**src/rtl/bus_xfer_seq_pkg.sv**
```systemverilog
// Shared definitions for the bus transfer sequencer.
// Holds the source code map, the destination bit indices, the FSM state
// encodings and small decode helpers used by the sequencer.
package bus_xfer_seq_pkg;

  localparam int SRC_W   = 5;
  localparam int SRC_NUM = 24;

  // Source codes (index of the matching out-strobe bit)
  localparam logic [4:0] SRC_R0     = 5'd0;
  localparam logic [4:0] SRC_R1     = 5'd1;
  localparam logic [4:0] SRC_R2     = 5'd2;
  localparam logic [4:0] SRC_R3     = 5'd3;
  localparam logic [4:0] SRC_R4     = 5'd4;
  localparam logic [4:0] SRC_R5     = 5'd5;
  localparam logic [4:0] SRC_R6     = 5'd6;
  localparam logic [4:0] SRC_R7     = 5'd7;
  localparam logic [4:0] SRC_R8     = 5'd8;
  localparam logic [4:0] SRC_R9     = 5'd9;
  localparam logic [4:0] SRC_R10    = 5'd10;
  localparam logic [4:0] SRC_R11    = 5'd11;
  localparam logic [4:0] SRC_R12    = 5'd12;
  localparam logic [4:0] SRC_R13    = 5'd13;
  localparam logic [4:0] SRC_R14    = 5'd14;
  localparam logic [4:0] SRC_R15    = 5'd15;
  localparam logic [4:0] SRC_LO     = 5'd16;
  localparam logic [4:0] SRC_HI     = 5'd17;
  localparam logic [4:0] SRC_ZLOW   = 5'd18;
  localparam logic [4:0] SRC_ZHIGH  = 5'd19;
  localparam logic [4:0] SRC_PC     = 5'd20;
  localparam logic [4:0] SRC_MDR    = 5'd21;
  localparam logic [4:0] SRC_INPORT = 5'd22;
  localparam logic [4:0] SRC_C      = 5'd23;
  localparam logic [4:0] SRC_LAST   = 5'd23;

  // Destination load-enable bit indices
  localparam int DST_R0IN      = 0;
  localparam int DST_R15IN     = 15;
  localparam int DST_LOIN      = 16;
  localparam int DST_HIIN      = 17;
  localparam int DST_YIN       = 18;
  localparam int DST_IRIN      = 19;
  localparam int DST_PCIN      = 20;
  localparam int DST_MDRIN     = 21;
  localparam int DST_MARIN     = 22;
  localparam int DST_OUTPORTIN = 23;

  // FSM state encodings
  localparam logic [1:0] ST_IDLE  = 2'd0;
  localparam logic [1:0] ST_DRIVE = 2'd1;
  localparam logic [1:0] ST_WAIT  = 2'd2;
  localparam logic [1:0] ST_LATCH = 2'd3;

  function automatic logic src_is_legal(input logic [SRC_W-1:0] src);
    return (src <= SRC_LAST);
  endfunction

  // Illegal codes decode to all-zero so the bus is never driven by them.
  function automatic logic [SRC_NUM-1:0] src_decode(input logic [SRC_W-1:0] src);
    logic [SRC_NUM-1:0] oh;
    if (src <= SRC_LAST) begin
      oh = {{(SRC_NUM-1){1'b0}}, 1'b1} << src;
    end else begin
      oh = {SRC_NUM{1'b0}};
    end
    return oh;
  endfunction

endpackage

```
**src/rtl/bus_xfer_seq_fifo.sv**
```systemverilog
// bus_cmd_fifo: synchronous first-word-fall-through command FIFO.
// Ports: clk, clr (async active-low reset), push/pop requests, wdata in,
// rdata (head entry), full, empty, count (occupancy, AW+1 bits).
// A push while full is dropped even if a pop happens in the same cycle.
module bus_cmd_fifo #(
  parameter int DEPTH = 4,
  parameter int W     = 30
) (
  input  logic                       clk,
  input  logic                       clr,
  input  logic                       push,
  input  logic                       pop,
  input  logic [W-1:0]               wdata,
  output logic [W-1:0]               rdata,
  output logic                       full,
  output logic                       empty,
  output logic [$clog2(DEPTH):0]     count
);

  localparam int AW = $clog2(DEPTH);
  localparam logic [AW-1:0] PTR_ONE  = AW'(1);
  localparam logic [AW:0]   CNT_ONE  = (AW+1)'(1);
  localparam logic [AW:0]   CNT_FULL = (AW+1)'(DEPTH);

  logic [W-1:0]  mem [DEPTH];
  logic [AW-1:0] wr_ptr;
  logic [AW-1:0] rd_ptr;
  logic          do_push;
  logic          do_pop;

  assign full    = (count == CNT_FULL);
  assign empty   = (count == {(AW+1){1'b0}});
  assign do_push = push & ~full;
  assign do_pop  = pop & ~empty;
  assign rdata   = mem[rd_ptr];

  // Storage array; contents need no reset because count gates every read.
  always_ff @(posedge clk) begin
    if (do_push) begin
      mem[wr_ptr] <= wdata;
    end
  end

  // Pointers wrap naturally since DEPTH is a power of two.
  always_ff @(posedge clk or negedge clr) begin
    if (!clr) begin
      wr_ptr <= {AW{1'b0}};
      rd_ptr <= {AW{1'b0}};
      count  <= {(AW+1){1'b0}};
    end else begin
      if (do_push) wr_ptr <= wr_ptr + PTR_ONE;
      else         wr_ptr <= wr_ptr;
      if (do_pop)  rd_ptr <= rd_ptr + PTR_ONE;
      else         rd_ptr <= rd_ptr;
      case ({do_push, do_pop})
        2'b10:   count <= count + CNT_ONE;
        2'b01:   count <= count - CNT_ONE;
        default: count <= count;
      endcase
    end
  end

endmodule

```
**src/rtl/bus_xfer_seq.sv**
```systemverilog
// bus_xfer_seq: issues one-hot bus source strobes and destination load
// enables for queued register transfers, with a settle cycle (DRIVE) before
// every latch cycle and an optional wait for memory data.
// Ports: clk, clr (async active-low reset), cmd_valid/cmd_ready/cmd_src/
// cmd_dst/cmd_memwait command input, mem_ready, src_oh, dst_en, xfer_done,
// busy, err (sticky illegal source), err_clr.
module bus_xfer_seq
  import bus_xfer_seq_pkg::*;
#(
  parameter int DEPTH = 4,
  parameter int DST_W = 24
) (
  input  logic               clk,
  input  logic               clr,
  input  logic               cmd_valid,
  output logic               cmd_ready,
  input  logic [4:0]         cmd_src,
  input  logic [DST_W-1:0]   cmd_dst,
  input  logic               cmd_memwait,
  input  logic               mem_ready,
  output logic [23:0]        src_oh,
  output logic [DST_W-1:0]   dst_en,
  output logic               xfer_done,
  output logic               busy,
  output logic               err,
  input  logic               err_clr
);

  localparam int AW = $clog2(DEPTH);
  localparam int FW = SRC_W + DST_W + 1;

  logic [FW-1:0]      fifo_rdata;
  logic               fifo_full;
  logic               fifo_empty;
  logic [AW:0]        fifo_count;
  logic               pop;

  logic [SRC_W-1:0]   head_src;
  logic [DST_W-1:0]   head_dst;
  logic               head_memwait;

  logic [1:0]         state;
  logic [1:0]         next_state;
  logic               load_hold;
  logic               set_err;
  logic [SRC_W-1:0]   hold_src;
  logic [DST_W-1:0]   hold_dst;
  logic               hold_memwait;

  bus_cmd_fifo #(.DEPTH(DEPTH), .W(FW)) u_fifo (
    .clk   (clk),
    .clr   (clr),
    .push  (cmd_valid),
    .pop   (pop),
    .wdata ({cmd_src, cmd_dst, cmd_memwait}),
    .rdata (fifo_rdata),
    .full  (fifo_full),
    .empty (fifo_empty),
    .count (fifo_count)
  );

  assign head_src     = fifo_rdata[FW-1 -: SRC_W];
  assign head_dst     = fifo_rdata[DST_W:1];
  assign head_memwait = fifo_rdata[0];

  assign cmd_ready = ~fifo_full;
  assign busy      = (state != ST_IDLE) | (fifo_count != {(AW+1){1'b0}});

  // Next-state and pop decision; LATCH chains straight into the next DRIVE.
  always_comb begin
    next_state = state;
    pop        = 1'b0;
    load_hold  = 1'b0;
    set_err    = 1'b0;
    case (state)
      ST_IDLE, ST_LATCH: begin
        if (!fifo_empty) begin
          pop = 1'b1;
          if (src_is_legal(head_src)) begin
            load_hold  = 1'b1;
            next_state = ST_DRIVE;
          end else begin
            set_err    = 1'b1;
            next_state = ST_IDLE;
          end
        end else begin
          next_state = ST_IDLE;
        end
      end
      ST_DRIVE: begin
        if (hold_memwait && !mem_ready) next_state = ST_WAIT;
        else                            next_state = ST_LATCH;
      end
      ST_WAIT: begin
        if (mem_ready) next_state = ST_LATCH;
        else           next_state = ST_WAIT;
      end
      default: next_state = ST_IDLE;
    endcase
  end

  // FSM state, holding register and sticky error flag (set wins over clear).
  always_ff @(posedge clk or negedge clr) begin
    if (!clr) begin
      state        <= ST_IDLE;
      hold_src     <= {SRC_W{1'b0}};
      hold_dst     <= {DST_W{1'b0}};
      hold_memwait <= 1'b0;
      err          <= 1'b0;
    end else begin
      state <= next_state;
      if (load_hold) begin
        hold_src     <= head_src;
        hold_dst     <= head_dst;
        hold_memwait <= head_memwait;
      end else begin
        hold_src     <= hold_src;
        hold_dst     <= hold_dst;
        hold_memwait <= hold_memwait;
      end
      if (set_err)      err <= 1'b1;
      else if (err_clr) err <= 1'b0;
      else              err <= err;
    end
  end

  // Registered outputs decoded from the current state and holding register,
  // so strobes trail the state by one cycle and never glitch.
  always_ff @(posedge clk or negedge clr) begin
    if (!clr) begin
      src_oh    <= 24'h000000;
      dst_en    <= {DST_W{1'b0}};
      xfer_done <= 1'b0;
    end else begin
      if (state != ST_IDLE) src_oh <= src_decode(hold_src);
      else                  src_oh <= 24'h000000;
      if (state == ST_LATCH) begin
        dst_en    <= hold_dst;
        xfer_done <= 1'b1;
      end else begin
        dst_en    <= {DST_W{1'b0}};
        xfer_done <= 1'b0;
      end
    end
  end

endmodule

```
**config.mk**
```make
export PLATFORM = sky130hd
export DESIGN_NAME = bus_xfer_seq
export DESIGN_NICKNAME = d
export VERILOG_FILES = /design/src/rtl/bus_xfer_seq_pkg.sv /design/src/rtl/bus_xfer_seq_fifo.sv /design/src/rtl/bus_xfer_seq.sv
export SDC_FILE = /design/constraint.sdc
export NUM_CORES = 1
export LEC_CHECK = 0
export CORE_MARGIN = 1.5
export CORE_UTILIZATION = 55
export DETAILED_ROUTE_END_ITERATION = 16
export PLACE_DENSITY = 0.9
export RECOVER_POWER = 50
export SYNTH_ARGS = -nofsm -noshare
export SYNTH_HDL_FRONTEND = slang
export SYNTH_HIERARCHICAL = 1
export SYNTH_SLANG_ARGS = --single-unit
```
**constraint.sdc**
```tcl
create_clock -name clk -period 2.4 [get_ports clk]
set_input_delay 0.48 -clock clk [delete_from_list [all_inputs] [get_ports clk]]
set_output_delay 0.48 -clock clk [all_outputs]
set_load 0.01 [all_outputs]
```
==> results of run 1 <==
[power by group]
group,total [mW],internal [mW],switching (mW)
logic,4.14,2.15,1.99
clock network,3.23,1.96,1.27
registers,5.29,4.86,0.435
total,12.7,8.97,3.69
[final timing paths]
path                                     startpoint                          end  cells after the start
min in group asynchronous                       clr         dst_en[16]$_DFF_PN0_                      2
max reg2reg                      state[1]$_DFF_PN0_  u_fifo/count[2]$_DFFE_PN0P_                     10
max in group asynchronous                       clr         src_oh[14]$_DFF_PN0_                      3
min reg2reg                hold_dst[16]$_DFFE_PN0P_         dst_en[16]$_DFF_PN0_                      1
min                        hold_dst[16]$_DFFE_PN0P_         dst_en[16]$_DFF_PN0_                      1
max                              state[1]$_DFF_PN0_  u_fifo/count[2]$_DFFE_PN0P_                     10
[layout make-up]
type,count,area [um^2],area share [%]
clock buffer,31,603.1,6.311
multi-input combinational,155,1698,17.77
inverter,11,41.29,0.4321
antenna,1,2.502,0.02619
sequential,209,5832,61.03
tap,176,220.2,2.305
timing repair buffer,108,1065,11.14
clock inverter,7,93.84,0.9821
[cells by family (layout without fill, tap and decap cells)]
family / count (synthesis) / after routing / synth area share (%)
AO/OA/AOI/OAI: 6 / 6 / 0.6679
XOR/XNOR: 6 / 6 / 0.6843
adder cells (fa/ha/maj): 10 / 10 / 1.727
buffers and inverters: 24 / 157 / 2.199
flip-flops: 209 / 209 / 75.91
multiplexers: 60 / 60 / 13.32
other: 0 / 1 / 0
AND/OR/NAND/NOR: 73 / 73 / 5.490
[worst max-delay path, delay by kind of cell, from the launching register on]
| family | cells | cell delay, ps |
|---|---|---|
| AOI/OAI and AO/OA | 1 | 180 |
| xor gates and xnor gates | 2 | 340 |
| buffers and inverters | 2 | 140 |
| adders and majority gates | 3 | 920 |
| DFF | 1 | 410 |
| and+or+nand+nor | 2 | 270 |
[synthesized netlist by cell type (3+ instances only)]
| cell | instances |
|---|---|
| edfxtp_1 | 120 |
| dfrtp_1 | 89 |
| and2_1 | 28 |
| mux4_2 | 28 |
| nor2_1 | 26 |
| mux2_2 | 19 |
| inv_1 | 11 |
| ha_1 | 9 |
| mux2_1 | 9 |
| buf_12 | 3 |
| buf_2 | 3 |
| buf_6 | 3 |
| clkbuf_1 | 3 |
| or4b_1 | 3 |
| xnor2_1 | 3 |
| xor2_1 | 3 |
[registers in the layout, indices dropped and copies added, names as in the netlist]
name and count:
dst_en 24, err 1, hold_dst 24, hold_memwait 1, hold_src 5, src_oh 24
state 2, u_fifo/count 3, u_fifo/mem 120, u_fifo/rd_ptr 2, u_fifo/wr_ptr 2, xfer_done 1
[per-layer routing]
metal  wire, um  part of all wire, %  vias up
li1           -                    -     1685
met1       5699                   40     1962
met2       7464                   52      115
met3        767                  5.4       28
met4        298                  2.1        2
met5         12                0.084        -
[timing repair]
action,CTS,global route
cloned,0,0
endpoints found under the hold margin,34,0
resized for setup,5,5
hold buffers,1,0
buffers inserted,1,4
endpoints found under the setup margin,2,2
[stage by stage]
step | power, mW | utilization, %
after floorplan | 7.983 | -
after global placement | 9.100 | 65.63
after detailed placement | 9.337 | 65.63
after CTS | 12.74 | 70.92
after global routing | 13.22 | 71.01
final | 12.66 | 71.03
==> metrics.md, run 1 <==
| Metric | Value |
|---|---|
| Commonest non-fill, non-tap cell in the layout | edfxtp_1 |
| Die Ht | 121.2 um |
| Share of layout cells above drive strength 1 | 21.50% |
| Most frequent cells in the layout | 120 x edfxtp_1, 88 x dfrtp_1, 54 x clkdlybuf4s50_1 |
| Relative slew slack | between 30 and 40% |
| Max Cap Viol | 0 |
| Total GRT Usage | 20.11% |
| Row Count | 42 |
| Grt peak-use layer | met2 |
| Async SR Flop Fraction | 42.58% |
| Share of the yosys chip area belonging to registers | approximately three quarters |
| Total Routed Length | ~14 mm |
| CP cell instances | inv_2 -> ha_1 -> nor2_2 -> o31a_1 -> ha_1 -> inv_1 -> fa_1 -> xor2_1 -> nor2_1 -> xor2_1 |
| CTS clk-pin slew, worst paths | ~60 ps |
| Setup ws final | ~51 ps |
| Syn Std Cell Area | a little under 0.008 mm^2 |
| Met2 Use GR | roughly 36% |
| Critical Path RT | between 2000 and 3000 ps |
| CP Class | register to register |
| Number of synthesized register bits | about 210 |
| First-pass GRT wire length | roughly 22 mm |
| Tcrit/Tclk final | approximately 100% |
| Syn Inst Count | a little under 400 |
| Syn_nets | 433 |
| Met1 Usage GRT | 25.44% |
| Max Clk Rate | approximately 0.43 GHz |
| Syn Area/Cell | around 20 um^2 |
| CP max FO | 3 |
| GPL Wtd Cong | approximately 0.76 |
| Area growth syn-to-layout | 24.40% |
| GR Overflow Total | 0 |
| Largest area contributor in the netlist | edfxtp_1 |
| M3 GR Usage | between 4 and 5% |
| Fin crit period | approximately 2300 ps |
| Placed cells | approximately 650 |
| Finished Layout Cells | roughly 700 |
| Initial core utilization | between 50% and 60% |
| Post-Place Worst Slack | 105.5 ps |
| Max stage delay on crit path | roughly 410 ps |
| Setup_tns | 0 ps |
| Post-synth top area share | 46.91% |
| Clk_skew | 12.93 ps |
| CTS Buf Count | 21 |
| Depth of the CTS H-tree | 1 |
| Peak supply drop | 0.0008116 V |
| Dpl cell area | between 0.008 and 0.009 mm^2 |
| Yosys Warn Count | 6 |
| Crit-path slowest cell | dfrtp_1 |
| Status | finished, final reports clean |
| Drt first pass iters | 4 |
| DR iter-0 viols | ~260 |
| DRC viols | 0 |
| Root Driver | clkbuf_16 |
| EDFF count, synth | between 100 and 150 |
| Power per Cell Area | roughly 1300 mW/mm^2 |
| LEAKAGE | roughly 3.7 nW |
| Post-DP HPWL | ~8.2 mm |
| Die area | ~0.015 mm^2 |
| Final Hold Vio Count | 0 |
| Worst hold path type | register to register |
| Via/cell ratio | 5.433 |
| Register-to-register setup slack | ~50 ps |
| Avg WL per Cell | just over 20 um |
| Synth unique cells | 38 |
| Final #Nets | between 500 and 600 |
| Die width | 121.2 um |
| CTS tree | yes |
| Via count of the first global-routing pass | slightly above 4000 |
| Synth area leaders | edfxtp_1 47%, dfrtp_1 29%, mux4_2 8.2% |
| Routed Antenna Nets | 0 |
| Port Buffers | between 80 and 90 |
| # IOs | 87 |
| # setup viols final | 0 |
| CP Capture Type | register |
| TritonCTS Sinks | about 210 |
| Slew @ Worst Pin | roughly 960 ps |
| Startpoint types | register |
| Routed vias | ~3800 |
| Max-slew violations | 0 |
| Post-Layout Inst Area | around 0.0096 mm^2 |
| Fillers | 814 |
| Initial antenna violation count | 2 |
| Skew-Pair Late Insertion Delay | between 400 and 500 ps |
| Core area | 0.01345 mm^2 |
| Synth Flop Type | edfxtp_1 |
| Crit path DAT | between 2000 and 3000 ps |
| Clk buf depth | 3 |
| Largest net degree at the start of global routing | 40 |
| Worst hold-check slack | roughly 480 ps |
Power figures use the tool's default switching activity.
==> inputs of run 2 (changes only) <==
Settings changed: CORE_UTILIZATION 55 to 39, PLACE_DENSITY 0.9 to 0.71, SKIP_LAST_GASP from default to 1.
==> run 2 against run 1 <==
  * Flip-flop and latch count unchanged
  * Worst setup slack lost 33 ps
  * Highest routed layer is now met4
  * Critical path type is now register to primary output
  * First-iteration DRC count is 26% lower
  * Hold slack got worse by 4.1 ps
  * Clock power up 3%
==> metrics.md, run 2 (synthesized netlist as in run 1, its figures left out) <==
| Metric | Value |
|---|---|
| Worst setup path endpoint | busy |
| Total GRT Usage | 13.68% (-6.4 points) |
| Core area | 0.01940 mm^2 (+44%) |
| Largest net degree at the start of global routing | 51 (+28%) |
| Crit path DAT | 1900 ps (-850 ps) |
| Skew-Pair Late Insertion Delay | 500 ps (about the same) |
| Root Driver | clkbuf_16 |
| Placed cells | 739 (+13%) |
| Clk_skew | 20.91 ps (+7.974 ps) |
| Most frequent cells in the layout | 120 x edfxtp_1, 87 x dfrtp_1, 54 x clkdlybuf4s50_1 |
| GR Overflow Total | 0 (unchanged) |
| Routed Antenna Nets | 0 (unchanged) |
| Register-to-register setup slack | 160 ps (+110 ps) |
| Total Routed Length | 13.34 mm (-6.3%) |
| Fillers | 1636 (+100%) |
| CP max FO | 3 (unchanged) |
| Status | finished, final reports clean |
| Tcrit/Tclk final | 99.23% (+1.4 points) |
| GPL Wtd Cong | 0.7338 (-3.1%) |
| Max Cap Viol | 0 (unchanged) |
| CP Class | register to primary output |
| First-pass GRT wire length | 21.23 mm (-4.4%) |
| Hold Startpoint | hold_dst[17]$_DFFE_PN0P_ |
| Crit-path slowest cell | or4b_2 |
| Total chip power | 12.51 mW (-1.2%) |
| M3 GR Usage | 2.532% (-2.0 points) |
| Startpoint types | register |
| Via/cell ratio | 4.698 (-14%) |
| Relative slew slack | 27.40% (-8.5 points) |
| Crit path from | state[0]$_DFF_PN0_ |
| Worst R2R End | u_fifo/count[2]$_DFFE_PN0P_ |
| CTS Buf Count | 21 (unchanged) |
| Peak supply drop | 0.0005564 V (-31%) |
| Post-DP HPWL | 8.208 mm (+0.59%) |
| Die width | 143.3 um (+18%) |
| Row Count | 51 (+21%) |
| CTS clk-pin slew, worst paths | 60 ps (about the same) |
| Worst hold-check slack | 476.6 ps (-4.057 ps) |
| LEAKAGE | 3.647 nW (-0.30%) |
| Initial core utilization | 39.60% (-18 points) |
| Final Hold Vio Count | 0 (unchanged) |
| Routed vias | 3660 (-3.5%) |
| Reg2Reg Depth | 10 (unchanged) |
| Die Ht | 143.3 um (+18%) |
| Met1 Usage GRT | 17.00% (-8.4 points) |
| Fin crit period | 2381 ps (+32.67 ps) |
| Power per Cell Area | 1295 mW/mm^2 (-2.3%) |
| ANT cells | 0 (-1) |
| Worst hold path type | register to register |
| Area growth syn-to-layout | 25.75% |
| # IOs | 87 (unchanged) |
| TritonCTS Sinks | 209 (unchanged) |
| Multi-input gate area | 0.001688 mm^2 (-0.59%) |
| Setup_tns | 0 ps (unchanged) |
| FF-to-FF Start | state[0]$_DFF_PN0_ |
| Depth of the CTS H-tree | 1 (unchanged) |
| RSZ-0062 raised after global routing | true |
| # setup viols final | 0 (unchanged) |
| DR iter-0 viols | 194 (-26%) |
| Post-Layout Inst Area | 0.009659 mm^2 (+1.1%) |
| Avg WL per Cell | 17.12 um (-16%) |
| CTS tree | yes |
| Slew @ Worst Pin | 1089 ps (+127.5 ps) |
| Die area | 0.02055 mm^2 (+40%) |
| Port Buffers | 86 (unchanged) |
| Final #Nets | 544 (-1.3%) |
| Commonest non-fill, non-tap cell in the layout | edfxtp_1 |
| Top reg by flops | u_fifo/mem |
| Via count of the first global-routing pass | 3932 (-5.4%) |
| Max Clk Rate | 0.4199 GHz (-1.4%) |
| Max-slew violations | 0 (unchanged) |
| Number of flip-flops under the largest register name | 120 (unchanged) |
| Critical Path RT | 1920 ps (-880 ps) |
| Clk buf depth | 3 (unchanged) |
| Finished Layout Cells | 779 (+12%) |
| Register Area | 0.005833 mm^2 (about the same) |
| Max stage delay on crit path | 590 ps (+180 ps) |
| DRC viols | 0 (unchanged) |
| Met2 Use GR | 24.41% (-11 points) |
| Grt peak-use layer | met2 |
| CP Capture Type | primary output |
| Drt first pass iters | 4 (unchanged) |
| Dpl cell area | 0.008931 mm^2 (+1.2%) |
| Share of layout cells above drive strength 1 | 20.43% (-1.1 points) |
| CP cell instances | inv_1 -> ha_1 -> or4b_2 -> buf_2 |
| Initial antenna violation count | 1 (-1) |
==> run 2: per-layer routing <==
layer,vias up,wire length [um]
li1,1664,-
met1,1881,5471
met4,0,293
met3,27,633
met5,-,0
met2,88,6941
==> run 2: critical path, delay by kind of cell, from the launching register on <==
family,cells,cell delay [ps]
flops,1,400
fa+ha+maj,1,180
simple gates,1,590
buf+inv,2,260
==> run 2: power by group <==
part	internal [mW]	total, mW	switching, mW
sequential	4.86	5.25	0.391
combinational	2.09	3.93	1.84
clock	2.04	3.33	1.29
==> run 2: cell type report <==
| cell class | instances | share of cell area (%) |
|---|---|---|
| clock buffer | 33 | 6.982 |
| timing repair buffer | 101 | 10.74 |
| multi-input combinational | 155 | 17.47 |
| sequential | 209 | 60.39 |
| tap | 265 | 3.433 |
| clock inverter | 5 | 0.5570 |
| inverter | 11 | 0.4275 |
==> run 2: worst min path at each step <==
stage                                     endpoint  depth (start not counted)
after floorplan                dst_en[0]$_DFF_PN0_                          0
after global placement    hold_dst[17]$_DFFE_PN0P_                          1
after detailed placement  hold_dst[17]$_DFFE_PN0P_                          1
after CTS                 hold_dst[17]$_DFFE_PN0P_                          1
after global routing      hold_dst[17]$_DFFE_PN0P_                          1
final                     hold_dst[17]$_DFFE_PN0P_                          1
==> run 2: through the flow <==
step	setup slack (ps)	util, %
2_1_floorplan	255.6	-
3_3_place_gp	176.2	46.04
3_5_place_dp	83.76	46.04
4_1_cts	1.801	49.82
5_1_grt	-51.44	49.79
6_report	18.55	49.79
==> run 2: what timing repair did <==
action                                 4_1_cts  5_1_grt
setup buffers                                0        1
hold buffers                                 1        0
gates cloned                                 0        0
endpoints found under the hold margin       36        0
setup endpoints to repair                    1        2
resized for setup                            4        0
==> inputs of run 3 (changes only) <==
Settings changed: SLEW_MARGIN from default to 15.
==> results of run 3 <==
Final layout, timing and power as in run 2 (identical DEF).
